### config.mk
export PLATFORM = sky130hd
export DESIGN_NAME = serial_add_unit
export DESIGN_NICKNAME = d
export VERILOG_FILES = /design/src/rtl/serial_add_pkg.sv /design/src/rtl/serial_add_unit_fa_cell.sv /design/src/rtl/serial_add_unit.sv
export SDC_FILE = /design/constraint.sdc
export NUM_CORES = 1
export LEC_CHECK = 0
export ABC_AREA = 1
export CELL_PAD_IN_SITES_DETAIL_PLACEMENT = 1
export CELL_PAD_IN_SITES_GLOBAL_PLACEMENT = 2
export CORE_ASPECT_RATIO = 1.4
export CORE_MARGIN = 2
export CORE_UTILIZATION = 31
export CTS_CLUSTER_DIAMETER = 30
export DETAILED_ROUTE_END_ITERATION = 6
export HOLD_SLACK_MARGIN = 0.06
export PLACE_DENSITY_LB_ADDON = 0.12
export SLEW_MARGIN = 10
export SYNTH_ARGS = -nofsm -noshare
export SYNTH_HDL_FRONTEND = slang
export SYNTH_HIERARCHICAL = 1
export SYNTH_SLANG_ARGS = --single-unit
### constraint.sdc
create_clock -name clk -period 1.7 [get_ports clk]
set_input_delay 0.34 -clock clk [delete_from_list [all_inputs] [get_ports clk]]
set_output_delay 0.34 -clock clk [all_outputs]
set_load 0.01 [all_outputs]
### src/rtl/serial_add_pkg.sv
// Shared types and defaults for the bit-serial adder.
package serial_add_pkg;

    typedef enum logic [1:0] {IDLE, SHIFT, DONE} sa_state_t;

    localparam int SA_DEFAULT_WIDTH = 8;

endpackage

### src/rtl/serial_add_unit_fa_cell.sv
// Combinational one-bit full adder used as the serial datapath slice.
module fa_cell (
    input  logic x,
    input  logic y,
    input  logic ci,
    output logic s,
    output logic co
);

    assign s  = x ^ y ^ ci;
    assign co = (x & y) | (x & ci) | (y & ci);

endmodule

### src/rtl/serial_add_unit.sv
// Bit-serial two's-complement adder: one sum bit per clock, LSB first,
// behind a start/busy/done handshake.
module serial_add_unit
    import serial_add_pkg::*;
#(
    parameter int WIDTH = SA_DEFAULT_WIDTH
) (
    input  logic             clk,
    input  logic             rst,
    input  logic             start,
    input  logic [WIDTH-1:0] a,
    input  logic [WIDTH-1:0] b,
    input  logic             cin,
    output logic             ready,
    output logic             busy,
    output logic             done,
    output logic [WIDTH-1:0] sum,
    output logic             cout,
    output logic             ovf
);

    localparam int CW = $clog2(WIDTH);
    localparam logic [CW-1:0] CNT_LAST = CW'(WIDTH - 1);

    sa_state_t        state_q, state_d;
    logic [CW-1:0]    cnt_q, cnt_d;
    logic [WIDTH-1:0] a_sh_q, a_sh_d;
    logic [WIDTH-1:0] b_sh_q, b_sh_d;
    logic [WIDTH-1:0] res_q, res_d;
    logic [WIDTH-1:0] sum_q, sum_d;
    logic             carry_q, carry_d;
    logic             cout_q, cout_d;
    logic             ovf_q, ovf_d;
    logic             load;
    logic             bit_s, bit_co;

    fa_cell u_fa (
        .x  (a_sh_q[0]),
        .y  (b_sh_q[0]),
        .ci (carry_q),
        .s  (bit_s),
        .co (bit_co)
    );

    always_comb begin
        state_d = state_q;
        cnt_d   = cnt_q;
        a_sh_d  = a_sh_q;
        b_sh_d  = b_sh_q;
        res_d   = res_q;
        sum_d   = sum_q;
        carry_d = carry_q;
        cout_d  = cout_q;
        ovf_d   = ovf_q;
        load    = (state_q != SHIFT) && start;

        case (state_q)
            IDLE:  if (start) state_d = SHIFT;
            SHIFT: begin
                a_sh_d  = a_sh_q >> 1;
                b_sh_d  = b_sh_q >> 1;
                res_d   = {bit_s, res_q[WIDTH-1:1]};
                carry_d = bit_co;
                cnt_d   = cnt_q + 1'b1;
                if (cnt_q == CNT_LAST) begin
                    state_d = DONE;
                    sum_d   = {bit_s, res_q[WIDTH-1:1]};
                    cout_d  = bit_co;
                    // carry_q here is the carry into the MSB
                    ovf_d   = carry_q ^ bit_co;
                end
            end
            DONE:    state_d = start ? SHIFT : IDLE;
            default: state_d = IDLE;
        endcase

        if (load) begin
            a_sh_d  = a;
            b_sh_d  = b;
            carry_d = cin;
            cnt_d   = '0;
            res_d   = '0;
        end
    end

    always_ff @(posedge clk or posedge rst) begin
        if (rst) begin
            state_q <= IDLE;
            cnt_q   <= '0;
            a_sh_q  <= '0;
            b_sh_q  <= '0;
            res_q   <= '0;
            sum_q   <= '0;
            carry_q <= 1'b0;
            cout_q  <= 1'b0;
            ovf_q   <= 1'b0;
        end else begin
            state_q <= state_d;
            cnt_q   <= cnt_d;
            a_sh_q  <= a_sh_d;
            b_sh_q  <= b_sh_d;
            res_q   <= res_d;
            sum_q   <= sum_d;
            carry_q <= carry_d;
            cout_q  <= cout_d;
            ovf_q   <= ovf_d;
        end
    end

    assign ready = (state_q != SHIFT);
    assign busy  = (state_q == SHIFT);
    assign done  = (state_q == DONE);
    assign sum   = sum_q;
    assign cout  = cout_q;
    assign ovf   = ovf_q;

endmodule
==> reports/qor.csv, run 1 <==
stage,metric,value,unit
sta,min_period_over_period,91.6,%
die,fp.coreArea,0.00545,mm2
finish,fin_area,0.00221,mm2
sta,holdWs,408,ps
critical_path,cp_top_family,buffers and inverters,
power_and_ir_drop,pwr-share-clk,18.8,%
detailed_routing,via_count,1422,
grt,grt_pass1_wl,7020,um
place,io_buffers,32,
yosys,synth_fp_nets,216,
sta,skew,3.70,ps
critical_path,crit_chain,"buf_4, inv_1, nor2_4, dlygate4sd2_1",
detailed_routing,routed-wl-met2,2050,um
sta,maxSlewViolCount,0,
place,place_area,0.00209,mm2
clock_network,cts_buffers,5,
yosys,yosysSeqAreaShare,56.4,%
yosys,syn_inst,193,
critical_path,path_max_fanout,3,
finish,ff_latch_area,976,um2
detailed_routing,detail-route-antenna-nets,0,
die,die_w,67.2,um
sta,worst_pin_slew,464,ps
sta,fin_crit,1560,ps
power_and_ir_drop,total_power,3.64,mW
grt,grt_pass1_vias,1613,
yosys,syn_area_per_cell,8.97,um2
die,pin_count,33,
finish,antennaDiodeCount,0,
clock_network,path_clk_slew,70,ps
detailed_routing,wirelength,3920,um
finish,fillers,677,
sta,fmax,642,MHz
clock_network,cts_max_path_buffers,2,
detailed_routing,wl_met1,1630,um
yosys,synth_seq_cells,39,
flow_run,drv_cap,0,
clock_network,htree_levels,2,
sta,maxSlewHeadroom,69.0,%
detailed_routing,first_pass_iters,4,
detailed_routing,routed.top_layer,met4,
detailed_routing,wl_met3,178,um
sta,tns,0,ps
yosys,syn_area,0.00173,mm2
grt,grtUsageTotal,14.8,%
yosys,synth-edff-count,0,
finish,drive_above_1_share,8.77,%
die,fp.dieArea,0.00621,mm2
detailed_routing,viasPerCell,4.80,
grt,antenna_found_initial,0,
critical_path,required,1360,ps
die,die-height,92.4,um
worst_hold_path,worstHoldPathType,primary input to async pin,
power_and_ir_drop,p_switching,1.32,mW
power_and_ir_drop,vdd_drop_max,0.416,mV
detailed_routing,post-route-drc-count,0,
grt,grt_overflow,0,
status,outcome,"complete, no violations",
finish,syn_to_final_growth,27.6,%
critical_path,critPathMaxStageDelay,390,ps
critical_path,crit_type,flop to output port,
place,dp_cells,286,
critical_path,worst-path-buf-inv,3,
detailed_routing,first_iter_violations,42,
place,place_congestion,0.685,
sta,rsz0062_at_grt,no,
critical_path,cp_slowest_cell,dfrtp_1,
power_and_ir_drop,pwr_density_cell,1650,mW/mm2
die,num_rows,32,
detailed_routing,wire_per_inst,13.2,um
finish,fin_cells,296,
clock_network,clock_sinks,39,
clock_network,cts_tree,built,
critical_path,crit_arrival,1220,ps
die,initial_core_util,31.8,%
power_and_ir_drop,p_sw_share,36.2,%
finish,multi_input_area,626,um2
power_and_ir_drop,comb_power_share,38.8,%
yosys,synth_ff_type,dfrtp_1,
yosys,ys_warn_count,6,
yosys,async_flop_share,100,%
grt,grt_max_degree,40,
power_and_ir_drop,pwr-share-seq,42.4,%
critical_path,start_kind,flop,
clock_network,ctsRootBufferMaster,clkbuf_8,
sta,setup_viol,0,
power_and_ir_drop,p_leak,1.07,nW
critical_path,critPathCaptureType,output port,
power_and_ir_drop,cell_internal_pwr,2.32,mW
finish,nNetsFinal,250,
place,dpl.hpwl,2690,um
yosys,synth_cell_types,17,
clock_network,clock_latency,290,ps
sta,hold_viol_final,0,
[power by group through the flow]
| stage | Sequential (mW) | Combinational (mW) | Clock, mW |
|---|---|---|---|
| 2_1_floorplan | 1.57 | 0.936 | 0 |
| 3_3_place_gp | 1.56 | 1.39 | 0 |
| 3_5_place_dp | 1.58 | 1.44 | 0 |
| 4_1_cts | 1.56 | 1.45 | 0.729 |
| 5_1_grt | 1.60 | 1.63 | 0.757 |
| 6_report | 1.54 | 1.41 | 0.683 |
[synthesized netlist by cell type, types with 2 or more instances]
cell type  instances  area (um2)
buf_6              5        56.3
nor2_1             2        7.51
inv_1              8        30.0
dfrtp_1           39         976
buf_2              4        20.0
inv_2              2        7.51
ha_1               2        25.0
nand2_1           60         225
buf_4              2        15.0
nand2_2            2        12.5
nand3_1           56         280
o21ai_0            2        10.0
o21ai_1            5        25.0
[registers in the layout, summed over array words and instances, names as in the netlist]
register,flops
a_sh_q,8
b_sh_q,8
sum,8
res_q,7
cnt_q,3
state_q,2
carry_q,1
cout,1
ovf,1
[repair_timing]
item | 4_1_cts | 5_1_grt
hold buffers | 0 | 0
resized for setup | 2 | 2
endpoints found under the setup margin | 3 | 11
setup buffers | 2 | 0
[cell usage in the layout (no fill, tap or decap), types with 2 or more instances in the layout]
| cell type | n |
|---|---|
| inv_1 | 8 |
| nand2_1 | 60 |
| nand3_1 | 56 |
| nand2_2 | 2 |
| dlygate4sd2_1 | 2 |
| o21ai_0 | 2 |
| clkdlybuf4s50_1 | 29 |
| inv_2 | 2 |
| o21ai_1 | 5 |
| buf_4 | 6 |
| dfrtp_1 | 39 |
| clkbuf_8 | 7 |
| ha_1 | 2 |
[cells by family after synthesis]
group / Yosys count / synth area share (%)
fa+ha+maj: 3 / 2.60
simple gates: 121 / 31.0
compound gates: 8 / 2.38
buf+inv: 22 / 7.66
flops: 39 / 56.4
[worst reg2reg max path: cells and delay by family, from the launching register on]
| kind | cells | cell delay, ps |
|---|---|---|
| AO/OA/AOI/OAI | 1 | 200 |
| buffers and inverters | 2 | 480 |
| AND/OR/NAND/NOR | 2 | 250 |
| flip-flops | 1 | 390 |
[through the flow]
| step | util [%] | setup WS (ps) |
|---|---|---|
| after floorplan | - | 471 |
| after global placement | 38.4 | 152 |
| after detailed placement | 38.4 | 72.2 |
| after CTS | 40.5 | 4.88 |
| after global routing | 40.6 | 74.2 |
| final | 40.6 | 142 |
[final cells by class]
type,count,area share [%]
sequential,39,44.2
timing repair buffer,39,17.4
multi-input combinational,132,28.3
clock buffer,8,4.53
inverter,10,1.70
tap,68,3.85
[final timing paths]
kind | from | to | slack, ps | cells past startpoint
hold / removal | rst | cnt_q[2] | 410 | 3
max in group asynchronous | rst | b_sh_q[0] | 1090 | 3
setup reg to reg | state_q[0] | res_q[6] | 300 | 5
setup / recovery | state_q[0] | busy | 140 | 4
hold reg to reg | res_q[4] | sum[3] | 480 | 2
min in group clk | res_q[4] | sum[3] | 480 | 2
[metal layers]
metal / GRT usage, % / vias to the layer above
met5: 0 / -
met4: 5.10 / 0
met3: 3.89 / 6
met2: 26.7 / 34
met1: 16.2 / 690
li1: - / 692
Note: power is estimated with default switching activity, not from simulation.
==> run 2, diff against run 1 <==
Settings changed: CORE_MARGIN 2 to unset, HOLD_SLACK_MARGIN 0.06 to unset, SETUP_SLACK_MARGIN set to 0.15.
==> run 2 against run 1 <==
Against the previous run: routed wire length grew 2.5%; combinational power is essentially flat; highest routed layer unchanged; flip-flop and latch count is the same; critical path type unchanged.
==> reports/qor.csv, run 2 (same netlist as run 1, synthesis figures left out) <==
stage,metric,value,unit,change
sta,skew,7.26,ps,+3.56 ps
finish,fillers,649,,-4.1%
place,io_buffers,32,,unchanged
detailed_routing,viasPerCell,4.95,,+3.0%
critical_path,r2r_slack,330,ps,+30 ps
sta,holdWs,396,ps,-11.7 ps
sta,worst_pin_slew,457,ps,-6.24 ps
status,outcome,"complete, no violations",,
finish,drive_above_1_share,8.81,%,+0.039 points
clock_network,path_clk_slew,70,ps,about the same
place,place_area,0.00209,mm2,-0.12%
worst_hold_path,worstHoldPathType,primary input to async pin,,
sta,maxSlewHeadroom,69.5,%,+0.42 points
grt,grtUsageTotal,16.0,%,+1.2 points
sta,setup_viol,0,,unchanged
die,fp.coreArea,0.00528,mm2,-3.1%
detailed_routing,detail-route-antenna-nets,0,,unchanged
finish,syn_to_final_growth,29.0,%,
detailed_routing,post-route-drc-count,0,,unchanged
sta,fin_crit,1540,ps,-17.3 ps
critical_path,reg2reg_to,cout,,
critical_path,required,1360,ps,about the same
die,fp.dieArea,0.00589,mm2,-5.1%
sta,fmax,649,MHz,+1.1%
clock_network,clock_sinks,39,,unchanged
clock_network,cts_buffers,5,,unchanged
die,num_rows,31,,-3.1%
clock_network,cts_max_path_buffers,2,,unchanged
grt,antenna_found_initial,0,,unchanged
detailed_routing,first_pass_iters,4,,unchanged
clock_network,cts_tree,built,,
clock_network,ctsRootBufferMaster,clkbuf_8,,
critical_path,crit_arrival,1200,ps,-20 ps
grt,grt_pass1_vias,1615,,+0.12%
grt,top_usage_layer,met2,,
grt,met2_usage,28.2,%,+1.4 points
critical_path,cp_slowest_cell,dfrtp_1,,
clock_network,cts-hold-fix-buffers,0,,unchanged
die,die_w,65.2,um,-3.0%
place,dpl.hpwl,2770,um,+2.7%
clock_network,clock_latency,290,ps,about the same
power_and_ir_drop,p_leak,1.16,nW,+7.9%
sta,hold_viol_final,0,,unchanged
critical_path,path_max_fanout,2,,-1
grt,grt_overflow,0,,unchanged
detailed_routing,wirelength,4020,um,+2.5%
power_and_ir_drop,pwr_density_cell,1670,mW/mm2,+1.5%
die,initial_core_util,32.8,%,+1.0 points
grt,grt_pass1_wl,7340,um,+4.5%
critical_path,start_kind,flop,,
power_and_ir_drop,vdd_drop_max,0.573,mV,+38%
detailed_routing,first_iter_violations,30,,-29%
sta,min_period_over_period,90.6,%,-1.0 points
grt,grt_util_met1,18.2,%,+1.9 points
finish,multi_input_area,631,um2,+0.80%
die,die-height,90.4,um,-2.2%
critical_path,critPathMaxStageDelay,400,ps,about the same
finish,nNetsFinal,249,,-0.40%
finish,ff_latch_area,976,um2,unchanged
finish,fin_area,0.00223,mm2,+1.1%
clock_network,htree_levels,2,,unchanged
die,pin_count,33,,unchanged
critical_path,crit_chain,"buf_4, nor2_4, clkdlybuf4s15_1",,
critical_path,crit_type,flop to output port,,
critical_path,critPathCaptureType,output port,,
finish,mostFrequentLayoutCell,nand2_1,,
place,place_congestion,0.672,,-1.9%
grt,grt_max_degree,40,,unchanged
critical_path,reg2reg_from,state_q[1],,
sta,tns,0,ps,unchanged
detailed_routing,wire_per_inst,13.7,um,+3.5%
finish,layout_common_cells,"60 x nand2_1, 56 x nand3_1, 39 x dfrtp_1",,
detailed_routing,via_count,1450,,+2.0%
finish,antennaDiodeCount,0,,unchanged
grt,grt_util_met3,4.17,%,+0.28 points
flow_run,drv_cap,0,,unchanged
critical_path,reg2reg_depth,6,,+1
sta,rsz0062_at_grt,yes,,
sta,maxSlewViolCount,0,,unchanged
==> run 2: per-layer routing <==
layer | vias up | share of wire [%]
met1 | 714 | 41
met4 | 0 | 1.7
met3 | 7 | 3.9
met2 | 32 | 54
met5 | - | 0
li1 | 697 | -
==> run 2: cell type report <==
class,count,area share (%)
sequential,39,43.7
multi-input combinational,132,28.2
timing repair buffer,38,17.5
clock buffer,6,3.70
tap,66,3.70
inverter,10,1.68
clock inverter,2,1.57
==> run 2: metrics by stage <==
step | utilization (%) | instances | power (mW) | setup slack, ps
after CTS | 41.9 | 293 | 3.81 | 128
after floorplan | - | 193 | 2.51 | 471
after global placement | 39.6 | 284 | 2.94 | 163
after global routing | 42.4 | 293 | 4.07 | 118
final | 42.4 | 293 | 3.74 | 160
after detailed placement | 39.6 | 284 | 3.02 | 61.1
==> run 2: worst max-delay path by stage <==
stage | to | start | depth (start not counted)
finish | busy | state_q[1] | 3
CTS | busy | state_q[1] | 3
global route | busy | state_q[1] | 3
floorplan | a_sh_q[0] | rst | 1
detailed placement | res_q[4] | start | 4
global placement | res_q[6] | start | 4
==> run 2: what timing repair did <==
item                                    CTS  global route
resized for setup                         6             9
buffers inserted                          1             0
endpoints found under the setup margin   15            13
==> run 2: power breakdown <==
part,internal (mW),total [mW],switching (mW)
Clock,0.475,0.807,0.332
Sequential,1.32,1.55,0.232
Combinational,0.591,1.38,0.790
Total,2.38,3.74,1.35
==> run 2: critical path, delay by kind of cell (launching register included) <==
| family | cells | cell delay [ps] |
|---|---|---|
| buffers and inverters | 2 | 400 |
| DFF | 1 | 400 |
| and+or+nand+nor | 1 | 110 |
==> run 3, diff against run 2 <==
Settings changed: CORE_UTILIZATION 31 to 28, RECOVER_POWER set to 50, SETUP_SLACK_MARGIN 0.15 to unset.
Clock period 1.7 ns to 1.3 ns, I/O delays scaled along.
==> run 3 against run 2 <==
Against the previous run: the flow now finishes with violations (setup timing); clock-buffer cell count unchanged; critical path type unchanged; hold slack gained 78 ps; power grew 27%; highest routed layer unchanged; routed wire length up 3.0%; largest power group unchanged.
==> reports/qor.csv, run 3 (same netlist as run 1, synthesis figures left out) <==
stage,metric,value,unit,change
status,outcome,"complete, but fails checks",,
status,violations,setup timing,,
critical_path,critPathCaptureType,output port,,
critical_path,crit_arrival,1100,ps,-100 ps
critical_path,path_max_fanout,2,,unchanged
finish,fin_util,37.8,%,-4.6 points
critical_path,cp.depth,3,,unchanged
clock_network,ctsRootBufferMaster,clkbuf_8,,
place,place_congestion,0.680,,+1.2%
critical_path,crit_chain,"buf_6, nor2_4, buf_6",,
critical_path,worst-path-buf-inv,2,,unchanged
sta,fmax,735,MHz,
detailed_routing,first_iter_violations,66,,+120%
worst_hold_path,holdPathStages,2,,
clock_network,htree_levels,2,,unchanged
clock_network,path_clk_slew,70,ps,about the same
critical_path,crit_type,flop to output port,,
die,die_w,68.5,um,+5.1%
finish,syn_to_final_growth,28.9,%,
finish,fillers,692,,+6.6%
power_and_ir_drop,p_leak,1.10,nW,-5.2%
detailed_routing,via_count,1442,,-0.55%
critical_path,reg2reg_depth,6,,unchanged
finish,ff_latch_area,976,um2,unchanged
sta,fin_ws,-59.7,ps,-219 ps
critical_path,cp_slowest_cell,dfrtp_1,,
sta,worst_pin_slew,553,ps,+95.5 ps
clock_network,clock_latency,280,ps,about the same
place,dpl.hpwl,2870,um,+3.9%
detailed_routing,viasPerCell,4.81,,-2.9%
die,fp.coreArea,0.00590,mm2,+12%
sta,maxSlewHeadroom,63.1,%,-6.3 points
place,dp_cells,290,,+2.1%
critical_path,required,1040,ps,-320 ps
power_and_ir_drop,vdd_drop_max,0.570,mV,-0.41%
critical_path,cp_top_family,flip-flops,,
grt,grt_pass1_wl,7080,um,-3.6%
critical_path,crit_top_cell,buf_6,,
finish,multi_input_area,652,um2,+3.4%
clock_network,cts_max_path_buffers,2,,unchanged
die,fp.dieArea,0.00651,mm2,+10%
sta,skew,5.47,ps,-1.80 ps
sta,hold_viol_final,0,,unchanged
sta,setup_viol,1,,+1
critical_path,critPathMaxStageDelay,410,ps,about the same
sta,min_period_over_period,105,%,
grt,antenna_found_initial,0,,unchanged
detailed_routing,wire_per_inst,13.8,um,+0.56%
grt,grt_pass1_vias,1524,,-5.6%
finish,mostFrequentLayoutCell,nand2_1,,
sta,rsz0062_at_grt,yes,,
place,dp_slack,-267,ps,-328 ps
die,num_rows,33,,+6.5%
grt,grtUsageTotal,14.8,%,-1.2 points
sta,fin_crit,1360,ps,
detailed_routing,detail-route-antenna-nets,0,,unchanged
die,pin_count,33,,unchanged
clock_network,clock_sinks,39,,unchanged
power_and_ir_drop,pwr_density_cell,2130,mW/mm2,+28%
critical_path,start_kind,flop,,
finish,layout_common_cells,"60 x nand2_1, 56 x nand3_1, 39 x dfrtp_1",,
finish,antennaDiodeCount,0,,unchanged
grt,grt_overflow,0,,unchanged
clock_network,cts_tree,built,,
die,initial_core_util,29.3,%,-3.5 points
finish,fin_cells,300,,+2.4%
detailed_routing,wirelength,4140,um,+3.0%
worst_hold_path,worstHoldPathType,flop to flop,,
finish,nNetsFinal,254,,+2.0%
detailed_routing,first_pass_iters,4,,unchanged
sta,maxSlewViolCount,0,,unchanged
detailed_routing,post-route-drc-count,0,,unchanged
die,die-height,95.1,um,+5.1%
flow_run,drv_cap,0,,unchanged
place,io_buffers,32,,unchanged
finish,drive_above_1_share,11.3,%,+2.5 points
grt,grt_max_degree,40,,unchanged
clock_network,cts_buffers,5,,unchanged
run 3: power by group:
group | total, mW | internal, mW | switching [mW]
clock | 0.750 | 0.358 | 0.393
combinational | 1.99 | 0.878 | 1.11
sequential | 2.03 | 1.72 | 0.303
run 3: stage by stage:
stage	power [mW]	setup TNS [ps]	area (um2)	hold slack, ps
floorplan	3.28	0	1730	405
detailed placement	4.00	-4490	2110	468
global placement	3.91	-2680	2110	458
CTS	4.78	-89.2	2220	338
global route	5.20	-432	2230	508
finish	4.76	-59.7	2230	474
run 3: area by class of cell:
cell class              instances  area share [%]
clock buffers                   6            3.25
flip-flops and latches         39            43.7
well taps                      70            3.92
inverters                      10            1.68
repair buffers                 43            18.2
multi-input cells             132            29.2
run 3: timing repair:
item	in CTS	in global routing
setup buffers	2	2
pin swaps	2	0
hold buffers	0	0
setup endpoints to repair	24	18
gates cloned	0	0
gates resized for setup	31	6
run 3: tightest hold or removal path, stage by stage (launching register included):
cell     delay (ps)
dfrtp_1         340
nand2_1          50
nand2_1          50
run 3: worst paths after layout:
check	from	endpoint	slack (ps)
worst min register to register	sum[2]	sum[2]	470
worst max register to register	state_q[1]	sum[1]	50
worst min-delay path	sum[2]	sum[2]	470
min in group asynchronous	rst	sum[5]	580
max in group asynchronous	rst	res_q[3]	340
worst max-delay path	state_q[1]	busy	-60
run 3: per-layer routing:
layer	track usage [%]	routed length, um
met1	17.1	1770
met4	6.25	68
met3	2.87	125
met5	0	0
met2	25.7	2170
